## config.mk

```make
export PLATFORM = sky130hd
export DESIGN_NAME = video_mode_code_writer
export DESIGN_NICKNAME = d
export VERILOG_FILES = /design/src/rtl/video_mode_code_writer.sv
export SDC_FILE = /design/constraint.sdc
export NUM_CORES = 1
export LEC_CHECK = 0
export ABC_AREA = 1
export BUFFER_PORTS_ARGS = -buffer_cell sky130_fd_sc_hd__buf_2
export CORE_ASPECT_RATIO = 0.8
export CORE_MARGIN = 1.5
export CORE_UTILIZATION = 40
export DETAILED_ROUTE_END_ITERATION = 16
export PLACE_DENSITY_LB_ADDON = 0.25
export SYNTH_ARGS = -nofsm -noshare
export SYNTH_HDL_FRONTEND = slang
export SYNTH_SLANG_ARGS = --single-unit
```

## constraint.sdc

```tcl
create_clock -name clock -period 1.9 [get_ports clock]
set_clock_uncertainty 0.1 [all_clocks]
set_input_delay 0 -clock clock [delete_from_list [all_inputs] [get_ports clock]]
set_output_delay 0 -clock clock [all_outputs]
set_load 0.02 [all_outputs]
```

## src/rtl/video_mode_code_writer.sv

```systemverilog
// Encodes resolution and input format into a 7-bit mode code.
// Each confirmed, stable change of that code is written as one byte into the reconfig FIFO.
module video_mode_code_writer #(
  parameter int STABLE_CYCLES = 16,
  parameter int CNT_WIDTH     = 8
) (
  input  logic       clock,
  input  logic       reset,
  input  logic [1:0] resolution,
  input  logic       is_240p,
  input  logic       is_interlaced,
  input  logic       is_pal,
  input  logic       force_resend,
  input  logic       wrfull,
  output logic       wrreq,
  output logic [7:0] wrdata,
  output logic [6:0] committed_code,
  output logic       busy
);

  typedef enum logic [1:0] {IDLE, STABLE, WAIT} state_t;

  localparam logic [CNT_WIDTH-1:0] CNT_LAST = CNT_WIDTH'(STABLE_CYCLES - 1);

  state_t               state_reg;
  logic [CNT_WIDTH-1:0] cnt_reg;
  logic [6:0]           cand_reg;
  logic [6:0]           prev_reg;
  logic                 force_pending_reg;
  logic [6:0]           code_next;

  // Interlace outranks 240p; PAL only qualifies interlaced input.
  always_comb begin
    code_next = {5'b00000, resolution};
    if (is_interlaced && is_pal)
      code_next = 7'h40 | {5'b00000, resolution};
    else if (is_interlaced)
      code_next = 7'h20 | {5'b00000, resolution};
    else if (is_240p)
      code_next = 7'h10 | {5'b00000, resolution};
  end

  assign busy = (state_reg != IDLE);

  always_ff @(posedge clock) begin
    if (reset) begin
      state_reg         <= IDLE;
      cnt_reg           <= '0;
      cand_reg          <= 7'h7F;
      prev_reg          <= 7'h7F;
      force_pending_reg <= 1'b0;
      wrreq             <= 1'b0;
      wrdata            <= 8'h00;
      committed_code    <= 7'h7F;
    end else begin
      cand_reg <= code_next;
      prev_reg <= cand_reg;
      wrreq    <= 1'b0;
      if (force_resend)
        force_pending_reg <= 1'b1;

      case (state_reg)
        IDLE: begin
          if ((cand_reg != committed_code) || force_pending_reg) begin
            state_reg <= STABLE;
            cnt_reg   <= '0;
          end
        end
        STABLE: begin
          // A code that falls back to the committed one was only a glitch.
          if ((cand_reg == committed_code) && !force_pending_reg)
            state_reg <= IDLE;
          else if (cand_reg != prev_reg)
            cnt_reg <= '0;
          else if (cnt_reg == CNT_LAST)
            state_reg <= WAIT;
          else
            cnt_reg <= cnt_reg + 1'b1;
        end
        WAIT: begin
          if (cand_reg != prev_reg) begin
            state_reg <= STABLE;
            cnt_reg   <= '0;
          end else if (!wrfull) begin
            wrreq             <= 1'b1;
            wrdata            <= {force_pending_reg, cand_reg};
            committed_code    <= cand_reg;
            // A resend request arriving with this write must survive it.
            force_pending_reg <= force_resend;
            state_reg         <= IDLE;
          end
        end
        default: state_reg <= IDLE;
      endcase
    end
  end

endmodule

```

Word-level counts from Yosys, hierarchy flattened
Index checks and enable logic that the tools add are counted.

Output and inout port bits: 17. Register bits: 41. Word-level logic and storage cells: 59. Input bits: 9.

Equal/unequal tests: 13. Mux-type cells: 21. Reductions and logical operators: 12. $add $sub $neg: 1. Bitwise gates (word level): 3.

Operator list (number): $mux 8 (5); $pmux 8 s3 (1); $ne 7x7->1 (2); $mux 2 (6); $mux 6 (2); $ne 3x3->1 const B (4); $add 8x1->8 const B (1); $eq 8x4->1 const B (1); $eq 7x7->1 (1); $ne 2x2->1 const B (3); $pmux 2 s3 (1); $mux 1 (5); $mux 5 (1); $reduce_and 5->1 (1); $reduce_and 4->1 (1); $not 1->1 (3); $reduce_and 3->1 (1); $reduce_bool 3->1 (1); $reduce_or 3->1 (1); $eq 2x1->1 const B (1); $eq 2x2->1 const B (1); $logic_and 1x1->1 (2); $logic_not 2->1 (1); $reduce_bool 2->1 (1); 3 further kinds (3).

Longest topological paths before layout
Gate-level depths: netlist (run 1).

Word-level depth: 5. Gate-level depth with buffers: 14.

Worst setup path before layout (run 1)
Ideal clock, no wire load.

Path kind: register -> register. Start point: register cnt_reg[0]. End point: register cnt_reg[6]. Setup time: 0.113 ns. Setup slack: 0.377 ns. Data arrival time: 1.310 ns. Path buffers: 1. Cell stages (with the launch flop): 12. Required time: 1.687 ns. Path through: dfxtp_1 ha_1 nand2_1 inv_1 nand2_1 nor2_1 nand4_1 nand3_2 buf_6 nand2_1 nand2_1 nor2_1.

Cells in the longest elaborated chain, start to end: 5. Elaborated cells on any way between the ends: 8.

RTL lines: from (decl) (RTL line 26) `logic [CNT_WIDTH-1:0] cnt_reg;`; from (signal assigned) (RTL line 78) `cnt_reg <= cnt_reg + 1'b1;`; $add 8x1->8 (RTL line 78); $mux 8 (RTL line 75) `else if (cnt_reg == CNT_LAST)`; $mux 8 (RTL line 73) `else if (cand_reg != prev_reg)`; $mux 8 (RTL line 71) `if ((cand_reg == committed_code) && !force_pending_reg)`; $pmux 8 s3 (RTL line 62) `case (state_reg)`.

Several ways; a longest one is shown, not always the timed one. The select of a mux whose other input is x is not followed. A chain may end at the register's enable or synchronous reset.

Final worst setup path (run 1)
Start point: register cand_reg[0]. End point: register wrdata[6].

Cells in the longest elaborated chain, start to end: 3.

RTL lines: from (decl) (RTL line 27) `logic [6:0] cand_reg;`; from (signal assigned) (RTL line 56) `cand_reg <= code_next;`; $ne 7x7->1 (RTL line 81) `if (cand_reg != prev_reg) begin`; $not 1->1 (no source line); $reduce_and 3->1 (no source line); to (signal assigned) (RTL line 86) `wrdata <= {force_pending_reg, cand_reg};`; to (decl) (RTL line 16) `output logic [7:0] wrdata,`.

Every way passes these cells.

==> metrics.md, run 1 <==
| Metric | Value |
|---|---|
| #FFs+latches synth | 37 |
| Proportion of synthesized chip area in sequential cells | 0.421 |
| Filler Cells Inserted | between 400 and 500 |
| Routed Wire Length | 3710 um |
| Mean instance size in the synthesized netlist | ~7.1 um2 |
| Final cell count without fillers | around 340 |
| Power share of the clock group | 0.369 |
| Total die area | between 4000 and 5000 um2 |
| Total power | around 1.6 mW |
| Post-CTS setup buffer count | 0 |
| Number of global-route vias before repair | between 1k and 1.5k |
| Unrepaired setup endpoints after global routing | false |
| Predominant post-synthesis flop cell | dfxtp_1 |
| Number of antenna violations at the first check in global routing | 0 |
| Worst setup EP type | register |
| Ys Warns | 0 |
| Pre-antenna DRT Iters | 4 |
| Clock tree root buffer cell | clkbuf_8 |
| Peak supply drop | ~0.00037 V |
| Aggregate global-route resource usage | 0.176 |
| Post-synthesis instance area | between 1500 and 2000 um2 |
| Layout overhead on the synthesized area | 21.1% |
| Weighted congestion at the end of routability-driven global placement | 0.812 |
| Number of max-cap violations | 0 |
| Setup Viol. Count Final | 0 |
| Std-Cell Core Area | approximately 4200 um2 |
| Internal power consumption | roughly 1.2 mW |
| Clk Latency, worst-skew pair | 290 ps |
| # port buffers | 25 |
| Maximum number of pins on one net before global-route repair | 23 |
| CTS tree | yes |
| Width of the chip | about 77 um |
| Crit path kind | reg2reg |
| Drt drc | 0 |
| Maximum clock rate | approximately 0.57 GHz |
| Final count of hold timing violations | 0 |
| Total clock sinks | 37 |
| Number of instances in the synthesized netlist | approximately 250 |
| Final core utilization | 0.507 |
| Net switching power of the design | about 0.41 mW |
| Result of the run | complete, no violations |
| Net count reported at finish | 293 |
| Number of nets produced by synthesis | ~260 |
| Setup Total Neg Slack | 0 ps |
| Slew Limit Fails | 0 |
| Min cycle time layout | between 1500 and 2000 ps |
| Crit share post-route | 0.918 |
| Register clock-pin slew on the reported worst setup and hold paths | around 70 ps |
| Class of the tightest hold or removal check | in2reg |
| Largest stage delay on the critical path | roughly 340 ps |
| Average detailed-routed wire length per instance | between 10 and 15 um |
| Worst Max-Slew Pin Slew | roughly 380 ps |
| Site Rows | 21 |
| Sequential group share of total power | 0.510 |
| P per Cell Area | 760 nW/um2 |
| DPL Wire Length | 2650 um |
| Number of flip-flops in the largest register | 8 |
| GRT overflow | 0 |
| Fraction of synthesis flops using an asynchronous set or reset pin | 0 |
| Number of DRC markers in iteration 0 | 61 |
| Number of vias after detailed routing | 1537 |
| Fraction of final layout cells with drive strength greater than 1 | 0.208 |
| Arrival time at the worst endpoint | ~1900 ps |
| Slowest cell on crit path | dfxtp_2 |
| Clock Tree Buf Depth | 2 |
| Count of different cell masters after synthesis | 25 |
| Standby leakage power | between 1 and 1.5 nW |
| EDFF count, synth | 0 |
| Maximum level of the CTS H-tree | 2 |
| Combinational power share | 0.121 |
| Die Ht | between 60 and 70 um |
| Type of element launching the critical path | register |
| Sequence of cells on the critical path | xnor2_1, nand2_1, nor2_4, nand3_4, nor2_4, buf_4, nand2_1, a21oi_1 |
| Placed Cells | 324 |
| Clock buffers created by TritonCTS | 5 |
| Switching Share | 0.256 |
| Top-level port count | 26 |
| Worst endpoint required time | between 2000 and 2500 ps |
| Global-route wire length before repair | ~6600 um |
| Per-cell via count in the routed design | between 4 and 5 |
| Antenna cells | 0 |
| Final ANT Viol Nets | 0 |
| Maximum fanout along the worst path | 13 |
| Headroom to the max-slew limit | 0.745 |
| Starting density of the core | 0.418 |
==> worst max-delay path, delay by kind of cell, from the launching register on <==
| family | cells | cell delay [ps] |
|---|---|---|
| AO/OA/AOI/OAI | 1 | 150 |
| XOR/XNOR | 1 | 200 |
| buffers and inverters | 1 | 210 |
| flip-flops | 1 | 340 |
| AND/OR/NAND/NOR | 5 | 670 |
==> cells in the mapped netlist (3+ instances only) <==
library cell / instances / share of area
a21oi_1: 10 / 0.028
a21oi_2: 6 / 0.030
clkbuf_1: 3 / 0.0064
dfxtp_1: 37 / 0.42
inv_1: 32 / 0.068
nand2_1: 75 / 0.16
nand2_2: 7 / 0.025
nand3_1: 10 / 0.028
nor2_1: 26 / 0.055
nor3_1: 5 / 0.014
o211ai_1: 6 / 0.026
o21ai_0: 5 / 0.014
xnor2_1: 3 / 0.015
xor2_1: 5 / 0.025
==> kinds of logic after synthesis <==
group / Yosys count / share of synthesized area
and+or+nand+nor: 133 / 0.333
adders and majority gates: 1 / 0.00711
buffers and inverters: 40 / 0.0981
xor gates and xnor gates: 8 / 0.0398
DFF: 37 / 0.421
AOI/OAI and AO/OA: 28 / 0.101
==> power groups by stage <==
| stage | sequential, mW | combinational [mW] | clock, mW |
|---|---|---|---|
| 6_report | 0.827 | 0.195 | 0.598 |
| 5_1_grt | 0.831 | 0.226 | 0.646 |
| 4_1_cts | 0.826 | 0.190 | 0.618 |
| 3_5_place_dp | 0.844 | 0.175 | 0 |
| 3_3_place_gp | 0.843 | 0.174 | 0 |
| 2_1_floorplan | 0.839 | 0.139 | 0 |
==> final cells by class <==
class	count	area, um2	share of cell area
Clock buffer	7	96.3	0.0452
Timing Repair Buffer	36	230	0.108
Clock inverter	1	5.00	0.00235
Inverter	33	128	0.0599
Multi-Input combinational cell	170	858	0.403
Sequential cell	37	742	0.348
Tap cell	57	71.3	0.0335
==> placed cells by master, fill, tap and decap left out, types with 2 or more instances in the layout <==
master / n
dfxtp_1: 36
clkbuf_8: 7
nand2_1: 75
or2_2: 2
buf_2: 25
dlygate4sd3_1: 9
xor2_1: 5
nor3_1: 5
o211ai_1: 6
nor2_1: 26
xnor2_1: 3
nand3_1: 10
inv_1: 31
nand2_2: 7
nor2_4: 3
a21oi_2: 6
a21oi_1: 10
nand3_4: 2
nand4_1: 2
o21ai_0: 5
buf_4: 2
==> metal layers <==
metal | routed length, um | up-vias | GRT usage
met5 | 0 | - | 0
met2 | 1440 | 32 | 0.243
met4 | 59 | 0 | 0.0682
li1 | - | 837 | -
met3 | 145 | 6 | 0.0456
met1 | 2070 | 662 | 0.258
==> repair_timing <==
item                       in CTS  in global routing
hold endpoints to repair        7                  0
resized for setup               0                  4
hold buffers                    9                  0
setup endpoints to repair       0                  7
==> worst paths after layout <==
path                from        end  slack (ps)  depth (start not counted)
max          cand_reg[0]  wrdata[6]         160                          8
min               wrfull      wrreq          30                          4
max reg2reg  cand_reg[0]  wrdata[6]         160                          8
min reg2reg    wrdata[6]  wrdata[6]         370                          2
==> through the flow <==
step / hold WS (ps) / area [um2] / setup WS [ps]
after floorplan: -72.3 / 1760 / 377
after global routing: 46.9 / 2130 / 11.4
after detailed placement: 86.1 / 1920 / 176
after CTS: 29.4 / 2110 / 64.2
final: 32.3 / 2130 / 156
after global placement: 82.6 / 1920 / 176
(Power assumes the default switching activity.)
==> run 2, diff against run 1 <==
--- a/config.mk
+++ b/config.mk
@@ -5,7 +5,6 @@
 export SDC_FILE = /design/constraint.sdc
 export NUM_CORES = 1
 export LEC_CHECK = 0
-export ABC_AREA = 1
 export BUFFER_PORTS_ARGS = -buffer_cell sky130_fd_sc_hd__buf_2
 export CORE_ASPECT_RATIO = 0.8
 export CORE_MARGIN = 1.5
==> metrics.md, run 2 <==
| Metric | Value |
|---|---|
| CTS tree | yes |
| Number of instances in the synthesized netlist | 163 (-34%) |
| Number of cells traversed by the worst register-to-register path | 7 (-1) |
| Final core utilization | 0.583 (+0.0760) |
| Predominant post-synthesis flop cell | dfxtp_1 |
| Global-route wire length before repair | 5290 um (-20%) |
| Layout overhead on the synthesized area | 36.0% |
| Post-placement setup slack | -87.2 ps (-263 ps) |
| Basic-gate share of the synthesized area counting and, or, nand and nor cells | 0.230 (-0.103) |
| Weighted congestion at the end of routability-driven global placement | 0.798 (-1.7%) |
| Drt drc | 0 (unchanged) |
| Maximum fanout along the worst path | 8 (-5) |
| Ys Warns | 0 (unchanged) |
| Headroom to the max-slew limit | 0.759 (+0.0137) |
| XOR/XNOR share of the synthesized area | 0.0697 (+0.0299) |
| Clock buffers created by TritonCTS | 5 (unchanged) |
| Library cell with the highest instance count after synthesis | dfxtp_1 |
| Number of global-route vias before repair | 1199 (-16%) |
| Peak supply drop | 0.000413 V (+13%) |
| Placed cell areas | 1800 um2 (-6.1%) |
| Top library cells by usage in the layout, fill and taps aside | 35 x dfxtp_1, 25 x buf_2, 22 x nand2_1 |
| Worst setup EP type | register |
| Final ANT Viol Nets | 0 (unchanged) |
| Die Ht | 57.9 um (-7.1%) |
| Result of the run | finished with violations |
| Post-synthesis instance area | 1510 um2 (-14%) |
| Width of the chip | 71.6 um (-7.1%) |
| Setup Total Neg Slack | -1160 ps (-1160 ps) |
| Starting density of the core | 0.429 (+0.0101) |
| Type of element launching the critical path | register |
| Proportion of synthesized chip area in sequential cells | 0.491 (+0.0702) |
| Share of synthesized area spent on multiplexers | 0 (unchanged) |
| Failing checks | setup timing |
| Clock Tree Buf Depth | 2 (unchanged) |
| Number of nets produced by synthesis | 173 (-33%) |
| Per-cell via count in the routed design | 5.00 (+11%) |
| Yosys top cell area share | 0.491 (+0.0702) |
| Capture endpoint of the worst hold path | cand_reg[3] |
| Routed Wire Length | 3270 um (-12%) |
| Total clock sinks | 37 (unchanged) |
| Setup Viol. Count Final | 20 (+20) |
| # port buffers | 25 (unchanged) |
| Setup slack, reg-to-reg | -80 ps (-240 ps) |
| #FFs+latches synth | 37 (unchanged) |
| DPL Wire Length | 2190 um (-17%) |
| Clk Latency, worst-skew pair | 290 ps (about the same) |
| Fraction of synthesis flops using an asynchronous set or reset pin | 0 (unchanged) |
| Final Hold Slack | 38.3 ps (+5.98 ps) |
| Std-Cell Core Area | 3520 um2 (-16%) |
| Arrival time at the worst endpoint | 2070 ps (+200 ps) |
| Number of flip-flops in the largest register | 8 (unchanged) |
| Min-delay src | reset |
| Area fraction in compound gates after synthesis | 0.163 (+0.0617) |
| Maximum clock rate | 0.505 GHz (-12%) |
| GRT overflow | 0 (unchanged) |
| Cell type contributing the most total cell area after synthesis | dfxtp_1 |
| Fraction of final layout cells with drive strength greater than 1 | 0.415 (+0.207) |
| Number of vias after detailed routing | 1294 (-16%) |
| Standby leakage power | 0.849 nW (-16%) |
| Unrepaired setup endpoints after global routing | true |
| Clock tree root buffer cell | clkbuf_8 |
| Hold-critical path depth | 2 (-2) |
| EDFF count, synth | 0 (unchanged) |
| Largest family of logic cells by synthesized area | simple AND/OR/NAND/NOR gates |
| Startpoint of the most critical register-to-register path | prev_reg[4] |
| Maximum number of pins on one net before global-route repair | 32 (+39%) |
| Pre-antenna DRT Iters | 7 (+3) |
| P per Cell Area | 711 nW/um2 (-6.4%) |
| Number of max-cap violations | 0 (unchanged) |
| Number of antenna violations at the first check in global routing | 0 (unchanged) |
| End of the worst register-to-register path | committed_code[0] |
| Aggregate global-route resource usage | 0.171 (-0.00448) |
| Net count reported at finish | 226 (-23%) |
| Crit path kind | reg2reg |
| Post-layout instance area | 2050 um2 (-3.8%) |
| Final count of hold timing violations | 0 (unchanged) |
| Adder and majority cell fraction of the synthesized area | 0.00830 (+0.00119) |
| Average detailed-routed wire length per instance | 12.6 um (+16%) |
| Top-level port count | 26 (unchanged) |
| Mean instance size in the synthesized netlist | 9.25 um2 (+30%) |
| Maximum level of the CTS H-tree | 2 (unchanged) |
| Worst endpoint required time | 1990 ps (-30 ps) |
| Commonest cells post-synth | 37 x dfxtp_1, 22 x nand2_1, 12 x nor2_1 |
| Worst Max-Slew Pin Slew | 361 ps (-19.8 ps) |
| Site Rows | 19 (-9.5%) |
| Count of different cell masters after synthesis | 37 (+48%) |
| Min cycle time layout | 1980 ps (+237 ps) |
| Crit share post-route | 1.04 (+0.125) |
| Total die area | 4150 um2 (-14%) |
| Register clock-pin slew on the reported worst setup and hold paths | 70 ps (about the same) |
| Post-CTS setup buffer count | 0 (unchanged) |
| Cell types with the largest area share after synthesis | dfxtp_1 49%, xor2_1 6.4%, nand2_1 5.5%, or2_2 3.7%, a21oi_1 3.7% |
| Number of DRC markers in iteration 0 | 46 (-25%) |
| Slew Limit Fails | 0 (unchanged) |
| Commonest non-fill, non-tap cell in the layout | dfxtp_1 |
| Final worst-path setup slack | -81.1 ps (-237 ps) |
| Antenna cells | 0 (unchanged) |
| Class of the tightest hold or removal check | in2reg |
run 2: changes by cell type in the layout (fill, tap and decap cells not counted), sizes merged, moves of 7 or more:
cell   previous run  this run
or2               2         9
nand2            82        23
inv              32         4
nand3            12         3
nor2             30        12
buf              27        45
run 2: cell families (layout without fill, tap and decap cells):
kind of cell               after synthesis  count (layout)
and+or+nand+nor                         65              65
adders and majority gates                1               1
xor gates and xnor gates                12              12
AOI/OAI and AO/OA                       37              37
buffers and inverters                   11              65
DFF                                     37              37
run 2: power breakdown:
group / leakage, nW / switching (mW) / internal (mW) / total (mW)
Clock: 0.0450 / 0.275 / 0.254 / 0.529
Combinational: 0.502 / 0.0575 / 0.0646 / 0.122
Sequential: 0.302 / 0.0150 / 0.793 / 0.808
run 2: routing by layer:
layer | share of wire | GRT usage
met1 | 0.49 | 0.217
met4 | 0.024 | 0.113
met5 | 0 | 0
met2 | 0.45 | 0.261
met3 | 0.034 | 0.0417
run 2: repair_timing:
action,in CTS,in global routing
endpoints found under the hold margin,6,0
pin swaps,2,3
hold buffers,8,0
gates cloned,1,0
resized for setup,11,6
setup endpoints to repair,21,24
run 2: worst max path at each step:
stage / startpoint / to / slack (ps) / cells after the start
after detailed placement: prev_reg[4] / committed_code[1] / -90 / 7
after floorplan: prev_reg[4] / force_pending_reg / -200 / 8
after global routing: prev_reg[4] / committed_code[0] / -190 / 7
after CTS: prev_reg[4] / force_pending_reg / -70 / 7
final: prev_reg[4] / committed_code[0] / -80 / 7
after global placement: prev_reg[4] / force_pending_reg / -40 / 7
run 2: critical path, cell delays in order (launching register included):
cell and delay [ps]:
dfxtp_2 330, xor2_2 180, nor4_4 310, nand2_2 80, or4b_4 540, buf_6 170, a21oi_2 110, nand2_1 60
run 2: metrics by stage:
| step | instances | total power, mW |
|---|---|---|
| 2_1_floorplan | 163 | 0.883 |
| 3_3_place_gp | 242 | 0.927 |
| 5_1_grt | 259 | 1.52 |
| 3_5_place_dp | 242 | 0.930 |
| 4_1_cts | 259 | 1.47 |
| 6_report | 259 | 1.46 |
run 2: cell type report:
class	instances	area, um2
clock buffers	6	72.6
fillers	326	1470
well taps	42	52.6
repair buffers	53	359
inverters	4	15.0
clock inverters	2	10.0
flip-flops and latches	37	743
multi-input cells	115	798
==> run 3, diff against run 2 <==
--- a/config.mk
+++ b/config.mk
@@ -9,8 +9,10 @@
 export CORE_ASPECT_RATIO = 0.8
 export CORE_MARGIN = 1.5
 export CORE_UTILIZATION = 40
+export CTS_BUF_LIST = sky130_fd_sc_hd__clkbuf_16
 export DETAILED_ROUTE_END_ITERATION = 16
 export PLACE_DENSITY_LB_ADDON = 0.25
+export SKIP_CTS_REPAIR_TIMING = 1
 export SYNTH_ARGS = -nofsm -noshare
 export SYNTH_HDL_FRONTEND = slang
 export SYNTH_SLANG_ARGS = --single-unit
==> metrics.md, run 3 (synthesis gave the netlist of run 2 again) <==
| Metric | Value |
|---|---|
| Crit share post-route | 1.06 (+0.0134) |
| Std-Cell Core Area | 3520 um2 (unchanged) |
| Type of element launching the critical path | register |
| P per Cell Area | 811 nW/um2 (+14%) |
| Clk Latency, worst-skew pair | 270 ps (-20 ps) |
| Peak supply drop | 0.000615 V (+49%) |
| Headroom to the max-slew limit | 0.760 (+0.00117) |
| Unrepaired setup endpoints after global routing | true |
| Die Ht | 57.9 um (unchanged) |
| Global-route wire length before repair | 4980 um (-5.9%) |
| Top library cells by usage in the layout, fill and taps aside | 34 x dfxtp_1, 26 x buf_2, 22 x nand2_1 |
| Final worst-path setup slack | -107 ps (-25.6 ps) |
| Min cycle time layout | 2010 ps (+25.6 ps) |
| Setup Total Neg Slack | -1660 ps (-506 ps) |
| Maximum level of the CTS H-tree | 2 (unchanged) |
| Number of flip-flops in the largest register | 8 (unchanged) |
| Width of the chip | 71.6 um (unchanged) |
| Routed Wire Length | 3230 um (-1.2%) |
| Per-cell via count in the routed design | 5.01 (+0.31%) |
| Commonest non-fill, non-tap cell in the layout | dfxtp_1 |
| Arrival time at the worst endpoint | 2110 ps (+40 ps) |
| Clock tree root buffer cell | clkbuf_16 |
| Sequence of cells on the critical path | xor2_2, nor4_4, buf_4, nand4_1, a311o_2, nand2b_4, o21ai_1 |
| Layout overhead on the synthesized area | 38.5% |
| Net count reported at finish | 226 (unchanged) |
| Aggregate global-route resource usage | 0.157 (-0.0141) |
| Pre-antenna DRT Iters | 6 (-1) |
| Setup Viol. Count Final | 20 (unchanged) |
| Placed cell areas | 1800 um2 (unchanged) |
| Top-level port count | 26 (unchanged) |
| Total clock sinks | 37 (unchanged) |
| Site Rows | 19 (unchanged) |
| Startpoint of the most critical register-to-register path | prev_reg[3] |
| Number of vias after detailed routing | 1298 (+0.31%) |
| GRT overflow | 0 (unchanged) |
| Clock buffers created by TritonCTS | 5 (unchanged) |
| Maximum number of pins on one net before global-route repair | 32 (unchanged) |
| Final core utilization | 0.594 (+0.0107) |
| Average detailed-routed wire length per instance | 12.5 um (-1.2%) |
| # port buffers | 25 (unchanged) |
| Number of max-cap violations | 0 (unchanged) |
| Placed Cells | 242 (unchanged) |
| Final ANT Viol Nets | 0 (unchanged) |
| Final cell count without fillers | 259 (unchanged) |
| Drt drc | 0 (unchanged) |
| Register clock-pin slew on the reported worst setup and hold paths | 50 ps (-20 ps) |
| Post-layout instance area | 2090 um2 (+1.8%) |
| Worst setup EP type | register |
| Worst endpoint required time | 2000 ps (about the same) |
| Worst Max-Slew Pin Slew | 360 ps (-1.76 ps) |
| CTS tree | yes |
| Crit path kind | reg2reg |
| Weighted congestion at the end of routability-driven global placement | 0.798 (unchanged) |
| Maximum clock rate | 0.498 GHz (-1.3%) |
| Fraction of final layout cells with drive strength greater than 1 | 0.396 (-0.0184) |
| Class of the tightest hold or removal check | in2reg |
| Number of global-route vias before repair | 1132 (-5.6%) |
| Antenna cells | 0 (unchanged) |
| Clock Tree Buf Depth | 2 (unchanged) |
| Maximum fanout along the worst path | 7 (-1) |
| Number of antenna violations at the first check in global routing | 0 (unchanged) |
| CP startpoint | prev_reg[3] |
| Total die area | 4150 um2 (unchanged) |
| Starting density of the core | 0.429 (unchanged) |
| Slew Limit Fails | 0 (unchanged) |
| Largest stage delay on the critical path | 420 ps (-120 ps) |
| Final count of hold timing violations | 0 (unchanged) |
| Failing checks | setup timing |
| DPL Wire Length | 2190 um (unchanged) |
| Min-delay src | reset |
| Final Hold Slack | 70.9 ps (+32.6 ps) |
| Number of DRC markers in iteration 0 | 48 (+4.3%) |
| Result of the run | finished with violations |
| Standby leakage power | 0.868 nW (+2.2%) |
| Slowest cell on crit path | a311o_2 |
-- run 3: changes by cell type in the layout (fill, tap and decap cells not counted), moves of 2 or more --
cell	change
clkbuf_16	+5
o31ai_2	-2
clkbuf_8	-5
o21ai_1	+3
o21ai_2	-3
o31ai_1	+2
-- run 3: final timing paths --
kind	slack (ps)	end	depth (start not counted)
max	-110	cnt_reg[3]	7
min	70	cand_reg[3]	2
max reg2reg	-110	cnt_reg[3]	7
min reg2reg	350	wrdata[5]	2
-- run 3: worst max-delay path, delay by kind of cell (launching register included) --
| family | cells | cell delay [ps] |
|---|---|---|
| AND/OR/NAND/NOR | 3 | 610 |
| XOR/XNOR | 1 | 200 |
| flip-flops | 1 | 320 |
| AO/OA/AOI/OAI | 2 | 530 |
| buffers and inverters | 1 | 180 |
-- run 3: cell type report --
type	count	area, um2
tap	42	52.6
sequential	37	744
inverter	4	15.0
timing repair buffer	53	360
multi-input combinational	115	777
clock buffer	5	125
clock inverter	3	13.8
fill	316	1430
-- run 3: per-stage QoR --
| step | power, mW | worst slack, ps |
|---|---|---|
| floorplan | 0.883 | -200 |
| global placement | 0.927 | -40.6 |
| detailed placement | 0.930 | -87.2 |
| CTS | 1.69 | -124 |
| global route | 1.76 | -194 |
| finish | 1.69 | -107 |
-- run 3: routing by layer --
metal  GRT usage  wire length, um  up-vias
met1       0.207             1560      605
li1            -                -      658
met3      0.0417              131        4
met4      0.0647               37        0
met5           0                0        -
met2       0.247             1500       31
-- run 3: power by group --
part,leakage [nW],internal [mW],total (mW),switching (mW)
combinational,0.491,0.0647,0.123,0.0584
sequential,0.302,0.795,0.810,0.0149
clock,0.0748,0.475,0.762,0.287
total,0.868,1.33,1.69,0.360
